`src/rtl/vga_fb_arbiter.sv`:
```
// Frame-buffer RAM arbiter: display reads always win; posted pixel writes (small FIFO)
// and a full-frame clear engine share the remaining non-display cycles.
module vga_fb_arbiter #(
    parameter int H_DISP     = 800,
    parameter int V_DISP     = 600,
    parameter int FIFO_DEPTH = 4
) (
    input  logic        clk_vga_driver,
    input  logic        rst_n_driver,
    input  logic        nxt_active,
    input  logic [11:0] nxt_x,
    input  logic [11:0] nxt_y,
    input  logic        wr_req,
    input  logic [18:0] wr_addr,
    input  logic [15:0] wr_data,
    output logic        wr_ack,
    output logic        fifo_full,
    input  logic        clear_req,
    input  logic [15:0] clear_color,
    output logic        clear_busy,
    output logic [18:0] ram_addr,
    output logic [15:0] ram_wdata,
    output logic        ram_we,
    input  logic [15:0] ram_rdata,
    output logic [15:0] data_vga_driver
);
    localparam int PW = (FIFO_DEPTH > 1) ? $clog2(FIFO_DEPTH) : 1;
    localparam int CW = PW + 1;
    localparam logic [18:0]   LAST_ADDR = 19'(H_DISP * V_DISP - 1);
    localparam logic [CW-1:0] DEPTH_C   = CW'(FIFO_DEPTH);
    localparam logic [CW-1:0] ONE_C     = CW'(1);
    localparam logic [PW-1:0] PTR_LAST  = PW'(FIFO_DEPTH - 1);
    localparam logic [11:0]   H_LIM     = 12'(H_DISP);
    localparam logic [11:0]   V_LIM     = 12'(V_DISP);

    typedef enum logic [1:0] {IDLE = 2'd0, DRAIN = 2'd1, CLEAR = 2'd2} state_t;

    // y*800 + x built from shifts (512 + 256 + 32), truncated to the RAM width
    function automatic logic [18:0] pix_addr(input logic [11:0] x, input logic [11:0] y);
        logic [23:0] a;
        a = ({12'd0, y} << 9) + ({12'd0, y} << 8) + ({12'd0, y} << 5) + {12'd0, x};
        return a[18:0];
    endfunction

    function automatic logic [PW-1:0] ptr_inc(input logic [PW-1:0] p);
        return (p == PTR_LAST) ? '0 : p + PW'(1);
    endfunction

    state_t        state_r, state_next_s;
    logic [34:0]   mem_r [FIFO_DEPTH];
    logic [PW-1:0] wr_ptr_r, rd_ptr_r;
    logic [CW-1:0] count_r, count_next_s;
    logic          fifo_full_r, wr_ack_r, clear_busy_r, clear_pend_r, rd_pend_r;
    logic [15:0]   clear_color_r;
    logic [18:0]   clr_addr_r;
    logic          display_s, push_s, pop_s, clr_step_s, clear_acc_s, latch_s, take_pend_s;
    logic          ram_we_s;
    logic [18:0]   ram_addr_s;
    logic [15:0]   ram_wdata_s;
    logic [34:0]   head_s;

    assign display_s   = nxt_active && (nxt_x < H_LIM) && (nxt_y < V_LIM);
    assign push_s      = wr_req && !fifo_full_r && !clear_busy_r && !wr_ack_r;
    assign clear_acc_s = clear_req && !clear_busy_r && !clear_pend_r;
    assign head_s      = mem_r[rd_ptr_r];

    // Bus arbitration and next-state selection; the FSM only advances in non-display cycles
    always_comb begin
        state_next_s = state_r;
        pop_s        = 1'b0;
        clr_step_s   = 1'b0;
        latch_s      = 1'b0;
        take_pend_s  = 1'b0;
        ram_we_s     = 1'b0;
        ram_addr_s   = 19'd0;
        ram_wdata_s  = 16'd0;
        if (display_s) begin
            ram_addr_s = pix_addr(nxt_x, nxt_y);
            latch_s    = clear_acc_s;
        end else begin
            case (state_r)
                IDLE: begin
                    if (clear_pend_r) begin
                        take_pend_s  = 1'b1;
                        state_next_s = CLEAR;
                    end else if (clear_acc_s) begin
                        state_next_s = CLEAR;
                    end else if (count_r != '0) begin
                        pop_s        = 1'b1;
                        ram_we_s     = 1'b1;
                        ram_addr_s   = head_s[34:16];
                        ram_wdata_s  = head_s[15:0];
                        state_next_s = (count_r == ONE_C && !push_s) ? IDLE : DRAIN;
                    end else begin
                        state_next_s = IDLE;
                    end
                end
                DRAIN: begin
                    latch_s = clear_acc_s;
                    if (count_r != '0) begin
                        pop_s        = 1'b1;
                        ram_we_s     = 1'b1;
                        ram_addr_s   = head_s[34:16];
                        ram_wdata_s  = head_s[15:0];
                        state_next_s = (count_r == ONE_C && !push_s) ? IDLE : DRAIN;
                    end else begin
                        state_next_s = IDLE;
                    end
                end
                CLEAR: begin
                    clr_step_s   = 1'b1;
                    ram_we_s     = 1'b1;
                    ram_addr_s   = clr_addr_r;
                    ram_wdata_s  = clear_color_r;
                    state_next_s = (clr_addr_r == LAST_ADDR) ? IDLE : CLEAR;
                end
                default: begin
                    state_next_s = IDLE;
                end
            endcase
        end

        if (push_s && !pop_s) begin
            count_next_s = count_r + ONE_C;
        end else if (pop_s && !push_s) begin
            count_next_s = count_r - ONE_C;
        end else begin
            count_next_s = count_r;
        end
    end

    // Control state, FIFO pointers, clear engine and display-read tracking
    always_ff @(posedge clk_vga_driver or negedge rst_n_driver) begin
        if (!rst_n_driver) begin
            state_r       <= IDLE;
            wr_ptr_r      <= '0;
            rd_ptr_r      <= '0;
            count_r       <= '0;
            fifo_full_r   <= 1'b0;
            wr_ack_r      <= 1'b0;
            clear_busy_r  <= 1'b0;
            clear_pend_r  <= 1'b0;
            clear_color_r <= 16'd0;
            clr_addr_r    <= 19'd0;
            rd_pend_r     <= 1'b0;
        end else begin
            state_r      <= state_next_s;
            count_r      <= count_next_s;
            fifo_full_r  <= (count_next_s == DEPTH_C);
            wr_ack_r     <= push_s;
            clear_busy_r <= (state_next_s == CLEAR);
            rd_pend_r    <= display_s;
            if (push_s) wr_ptr_r <= ptr_inc(wr_ptr_r);
            if (pop_s) rd_ptr_r <= ptr_inc(rd_ptr_r);
            if (latch_s) clear_pend_r <= 1'b1;
            else if (take_pend_s) clear_pend_r <= 1'b0;
            if (clear_acc_s) clear_color_r <= clear_color;
            if (clr_step_s) clr_addr_r <= (clr_addr_r == LAST_ADDR) ? 19'd0 : clr_addr_r + 19'd1;
        end
    end

    // FIFO storage; contents are don't-care while the entry is not counted
    always_ff @(posedge clk_vga_driver) begin
        if (push_s) mem_r[wr_ptr_r] <= {wr_addr, wr_data};
    end

    assign wr_ack          = wr_ack_r;
    assign fifo_full       = fifo_full_r;
    assign clear_busy      = clear_busy_r;
    assign ram_we          = ram_we_s;
    assign ram_addr        = ram_addr_s;
    assign ram_wdata       = ram_wdata_s;
    assign data_vga_driver = rd_pend_r ? ram_rdata : 16'h0000;
endmodule
```
`config.mk`:
```
export PLATFORM = sky130hd
export DESIGN_NAME = vga_fb_arbiter
export DESIGN_NICKNAME = d
export VERILOG_FILES = /design/src/rtl/vga_fb_arbiter.sv
export SDC_FILE = /design/constraint.sdc
export NUM_CORES = 1
export LEC_CHECK = 0
export BUFFER_PORTS_ARGS = -buffer_cell sky130_fd_sc_hd__buf_2
export CELL_PAD_IN_SITES_DETAIL_PLACEMENT = 1
export CELL_PAD_IN_SITES_GLOBAL_PLACEMENT = 1
export CORE_MARGIN = 8
export CORE_UTILIZATION = 46
export DETAILED_ROUTE_END_ITERATION = 12
export PLACE_DENSITY = 0.87
export SYNTH_ARGS = -nofsm -noshare
export SYNTH_HDL_FRONTEND = slang
export SYNTH_SLANG_ARGS = --single-unit
```
`constraint.sdc`:
```
create_clock -name clk_vga_driver -period 3.3 [get_ports clk_vga_driver]
set_input_delay 0.33 -clock clk_vga_driver [delete_from_list [all_inputs] [get_ports clk_vga_driver]]
set_output_delay 0.33 -clock clk_vga_driver [all_outputs]
set_load 0.01 [all_outputs]
```
### Yosys cells after proc, flatten, opt, wreduce, memory -nomap -nowiden

Memories as Yosys holds them, arrays and structs flattened.
Index checks and enable logic that the tools add are counted.

* bits in registers: 49
* RAM bits: 140
* bits of input ports: 96
* output and inout port bits: 55
* logic and storage cells: 90
* memories: 1

* add/subtract/negate cells: 8
* $lt $le $gt $ge: 2
* eq/ne operators: 8
* mux-type cells: 41
* reductions and logical operators: 19

Memory list
* mem_r: depth 4, width 35, read ports 1, clocked after Yosys merged registers in 0, write ports 1, RTL line 50 `logic [34:0] mem_r [FIFO_DEPTH];`

Operators with widths (number)
* $mux W19: 5
* $mux W16: 5
* $pmux W19 S3: 1
* $pmux W16 S3: 1
* $lt A12 B10 Y1 const B: 2
* $add A19 B1 Y19 const B: 1
* $add A19 B12 Y19: 1
* $add A19 B17 Y19: 1
* $add A19 B19 Y19: 1
* $eq A19 B19 Y1 const B: 1
* $mux W1: 18
* $mux W2: 6
* $logic_and A1 B1 Y1: 10
* $eq A2 B2 Y1 const B: 4
* $logic_not A1 Y1: 6
* $mux W3: 2
* $pmux W2 S3: 1
* $add A2 B1 Y2 const B: 2
* $add A3 B1 Y3 const B: 1
* $eq A3 B1 Y1 const B: 1
* $eq A3 B3 Y1 const B: 1
* $pmux W1 S3: 1
* $reduce_bool A3 Y1: 1
* $sub A3 B1 Y3 const B: 1
* other kinds (4): 4

### Logic depth before layout (Yosys ltp)

* word-level depth: 13
* gate-level depth with buffers: 12
* mapped depth without buffers: 12

### Least setup slack after synthesis

OpenSTA, ideal clock, no wires.

* path type: input-to-output
* start point: in nxt_x[9]
* end point: out ram_addr[17]
* data arrival time: 2.838 ns
* data required time: 2.970 ns
* slack: 0.132 ns
* stages on the path: 11
* buffers on the path: 0
* path through: inv_1 -> fa_1 -> inv_1 -> fa_1 -> ha_1 -> nor2b_1 -> o21ai_0 -> a21oi_1 -> o211ai_1 -> and3_1 -> o32ai_1

* word-level cells in the longest chain between the ends: 4
* elaborated cells on any way between the ends: 5
* classes of those cells: 1 x add/sub; 1 x order compare; 1 x mux; 2 x reduce/logical

RTL lines
* start: declaration: RTL line 11 `input logic [11:0] nxt_x,`
* $lt A12 B10 Y1: RTL line 62 `assign display_s = nxt_active && (nxt_x < H_LIM) && (nxt_y < V_LIM);`
* $logic_and A1 B1 Y1 (2 in a row): RTL line 62
* $mux W19 *: RTL line 77 `if (display_s) begin`
* end: declaration: RTL line 21 `output logic [18:0] ram_addr,`

Every way passes the cells marked *; elsewhere a longest branch is shown, timed or not.

### Worst setup path in the final report

* start point: in nxt_y[0]
* end point: out ram_addr[17]

* word-level cells in the longest chain between the ends: 4
* elaborated cells on any way between the ends: 6
* classes of those cells: 3 x add/sub; 1 x order compare; 1 x mux; 1 x reduce/logical

RTL lines
* start: declaration: RTL line 12 `input logic [11:0] nxt_y,`
* $add A19 B19 Y19: RTL line 41 `a = ({12'd0, y} << 9) + ({12'd0, y} << 8) + ({12'd0, y} << 5) + {12'd0, x};`
* $add A19 B17 Y19: RTL line 41
* $add A19 B12 Y19: RTL line 41
* $mux W19 *: RTL line 77

Marked as above.

==> impl_metrics.tcl <==
set metrics [dict create \
    nets 964 \
    ir_drop_uv 488 \
    die_w_um 157 \
    power_mw 8.77 \
    power.density_nw_per_um2 791 \
    rsz0062_at_grt "yes" \
    crit_top_cell "fa_1" \
    synth-compound-area-share_pct 8.04 \
    nFillCells 1985 \
    core_area_um2 19500 \
    switching_share_pct 35.3 \
    power.switching_mw 3.10 \
    grt_pass1_vias 6858 \
    grtUsageMet3_pct 5.21 \
    avgViaCountPerCell 5.60 \
    avgRoutedWirePerCell_um 21.9 \
    fin_crit_ns 3.34 \
    synth_async_sr_flop_share_pct 25.9 \
    pwr-share-seq_pct 37.6 \
    fin_crit_sh_pct 101 \
    syn-mean-instance-area_um2 14.1 \
    clk_pin_slew_ns 0.07 \
    numCtsBuffers 17 \
    ys_types 52 \
    area_growth_pct 21.1 \
    firstDrtPassIters 5 \
    clockPowerShare_pct 22.8 \
    antenna_found_initial 4 \
    regArea_um2 5430 \
    worstSetupPathType "input port to output port" \
    crit_fanout 4 \
    final_max_slew_viol_count 0 \
    cp_data_arrival_time_ns 3.01 \
    grt_busiest_layer "met2" \
    ys_ff_latch 189 \
    drtIter0Drc 395 \
    tns_ns -0.0666 \
    p_int_mw 5.68 \
    synthesis.nets 797 \
    grt_use_met1_pct 22.1 \
    total_leakage_power_nw 4.48 \
    synth_top_family_by_area "multiplexers" \
    drive_gt1_share_pct 35.9 \
    ys_seq_area_share_pct 59.3 \
    preCtsSetupSlack_ns -0.168 \
    ioPinCount 151 \
    fp-row-count 51 \
    setup_viol 3 \
    status "finished with violations" \
    synth-simple-area-share_pct 8.15 \
    initial_core_util_pct 46.9 \
    slowest_delay_ns 0.58 \
    finalClockSkew_ns 0.0109 \
    cp.required_ns 2.97 \
    grt_pass1_wl_um 37200 \
    use_met2_pct 35.8 \
    synth_enable_flop_cells 140 \
    synth_xor_area_share_pct 2.30 \
    synthAdderAreaFrac_pct 7.90 \
    drt_wl_total_um 24000 \
    yosysTopAreaCellShare_pct 45.9 \
    yosys_warnings 0 \
    final_area_um2 11100 \
    synthFlopType "edfxtp_1" \
    drtAntennaViolNets 0 \
    dr_total_vias 6141 \
    cts.sinks 189 \
    violations "negative setup slack" \
    die-area_um2 24700 \
    timing.final.ws_setup_ns -0.0362 \
    cp_slowest_cell "fa_1" \
    clock_insertion_delay_worst_skew_ns 0.42 \
    cts_tree "yes" \
    grt_overflow 0 \
    fin_util_pct 56.8 \
    h-tree-depth 4 \
    clockBufferDepth 2 \
    cap_violations 0 \
    cts_root_buf "clkbuf_16" \
    place.gp.congestion 0.802 \
    hold_path_class "input port to flop" \
    combPwrFrac_pct 39.6 \
    port_buffers 150 \
    netlist_instances 651 \
    max_freq_ghz 0.300 \
    worst_pin_slew_ns 0.720 \
    finalHoldViolCount 0 \
    grt_max_degree 39 \
    crit_path_end_kind "output port" \
    place_area_um2 10300 \
    grt_use_total_pct 19.8 \
    synth.area.mux_share_pct 10.9 \
    die_y_um 157 \
    syn_area_um2 9160 \
    max-slew-margin-rel_pct 52.0 \
    cp-start-kind "input port" \
    hpwl_um 16400 \
    path_cells "buf_8 > inv_6 > fa_1 > inv_2 > fa_1 > ha_4 > nor2b_4 > o21ai_2 > a21oi_2 > o211ai_1 > a21oi_1 > o32ai_2 > buf_2" \
    multiInputGateArea_um2 3550 \
    ys_top_cells_by_area "edfxtp_1 46%, dfrtp_1 13%, mux4_2 8.6%" \
    synth_area_leader_cell "edfxtp_1" \
    route.detailed.drc 0 \
]
==> final cells by class <==
cell class / instances / share of cell area (%)
Clock inverter: 13 / 1.29
Clock buffer: 19 / 3.91
Multi-Input combinational cell: 387 / 32.1
Antenna cell: 1 / 0.0226
Sequential cell: 189 / 49.0
Timing Repair Buffer: 181 / 9.27
Inverter: 42 / 1.47
Tap cell: 265 / 2.99
==> critical path: cells and delay by family <==
family / cells / cell delay (ns)
adder cells (fa/ha/maj): 3 / 1.37
AO/OA/AOI/OAI: 5 / 0.85
AND/OR/NAND/NOR: 1 / 0.12
buffers and inverters: 4 / 0.33
==> cell usage after synthesis, types with 16 or more instances <==
cell / instances
ha_1: 37
nand2_1: 38
and2_1: 21
mux4_2: 35
nor2_1: 37
o21ai_0: 26
mux2_2: 17
a21oi_1: 16
edfxtp_1: 140
inv_1: 42
clkbuf_1: 17
a22oi_1: 35
dfrtp_1: 49
==> final timing paths <==
path	from	endpoint	slack, ns	cells after the start
max in group asynchronous	rst_n_driver	clear_color_r[3]	2.13	3
hold / removal	wr_addr[14]	mem_r[2][30]	0.12	1
setup / recovery	nxt_y[0]	ram_addr[17]	-0.04	13
hold reg to reg	clear_color_r[0]	clear_color_r[0]	0.51	1
min in group asynchronous	rst_n_driver	clear_busy	0.49	2
setup reg to reg	clear_busy	mem_r[2][29]	0.89	4
==> cells in the final DEF, fill, tap and decap left out, drive strengths merged, types with 10 or more instances in the layout <==
cell	Yosys	final
clkbuf	17	19
o22ai	10	10
inv	42	44
edfxtp	140	140
buf	16	180
nor2	37	37
o21ai	28	28
and2	21	21
ha	37	37
a22oi	35	35
xnor2	11	11
nand2	38	38
mux2	17	17
dfrtp	49	49
xor2	13	13
fa	13	13
a21oi	17	17
mux4	35	35
==> what timing repair did <==
item                                    in CTS  in global routing
pin swaps                                    9                 16
resized for setup                           12                 24
hold buffers                                 1                  0
hold endpoints to repair                    25                  0
endpoints found under the setup margin       6                  7
buffers inserted                             0                  3
==> power by group through the flow <==
| stage | combinational [mW] | sequential [mW] | clock (mW) |
|---|---|---|---|
| after floorplan | 2.23 | 3.22 | 0 |
| after global placement | 3.24 | 3.30 | 0 |
| after detailed placement | 3.35 | 3.34 | 0 |
| after CTS | 3.42 | 3.30 | 2.03 |
| after global routing | 3.78 | 3.34 | 2.12 |
| final | 3.47 | 3.30 | 2.00 |
==> layer usage <==
layer | share of wire [%] | vias to the layer above | routed length, um
li1 | - | 2769 | -
met1 | 39 | 3146 | 9320
met2 | 53 | 179 | 12600
met3 | 6.5 | 41 | 1560
met4 | 1.9 | 6 | 455
met5 | 0.13 | - | 31
==> flip-flops by register name, indices dropped and copies added (netlist names) <==
signal,count
clear_busy,1
clear_color_r,16
clear_pend_r,1
clr_addr_r,19
count_r,3
fifo_full,1
mem_r,140
rd_pend_r,1
rd_ptr_r,2
state_r,2
wr_ack,1
wr_ptr_r,2
==> per-stage QoR <==
| stage | std cells | hold slack [ns] |
|---|---|---|
| 6_report | 1097 | 0.119 |
| 5_1_grt | 1096 | 0.103 |
| 4_1_cts | 1093 | 0.102 |
| 3_5_place_dp | 1060 | 0.416 |
| 3_3_place_gp | 1060 | 0.412 |
| 2_1_floorplan | 651 | 0.0344 |
==> kinds of logic after synthesis <==
| family | after synthesis |
|---|---|
| xor+xnor | 24 |
| buf+inv | 75 |
| fa+ha+maj | 50 |
| simple gates | 146 |
| flops | 189 |
| mux | 54 |
| compound gates | 113 |
Note: power is estimated with default switching activity, not from simulation.
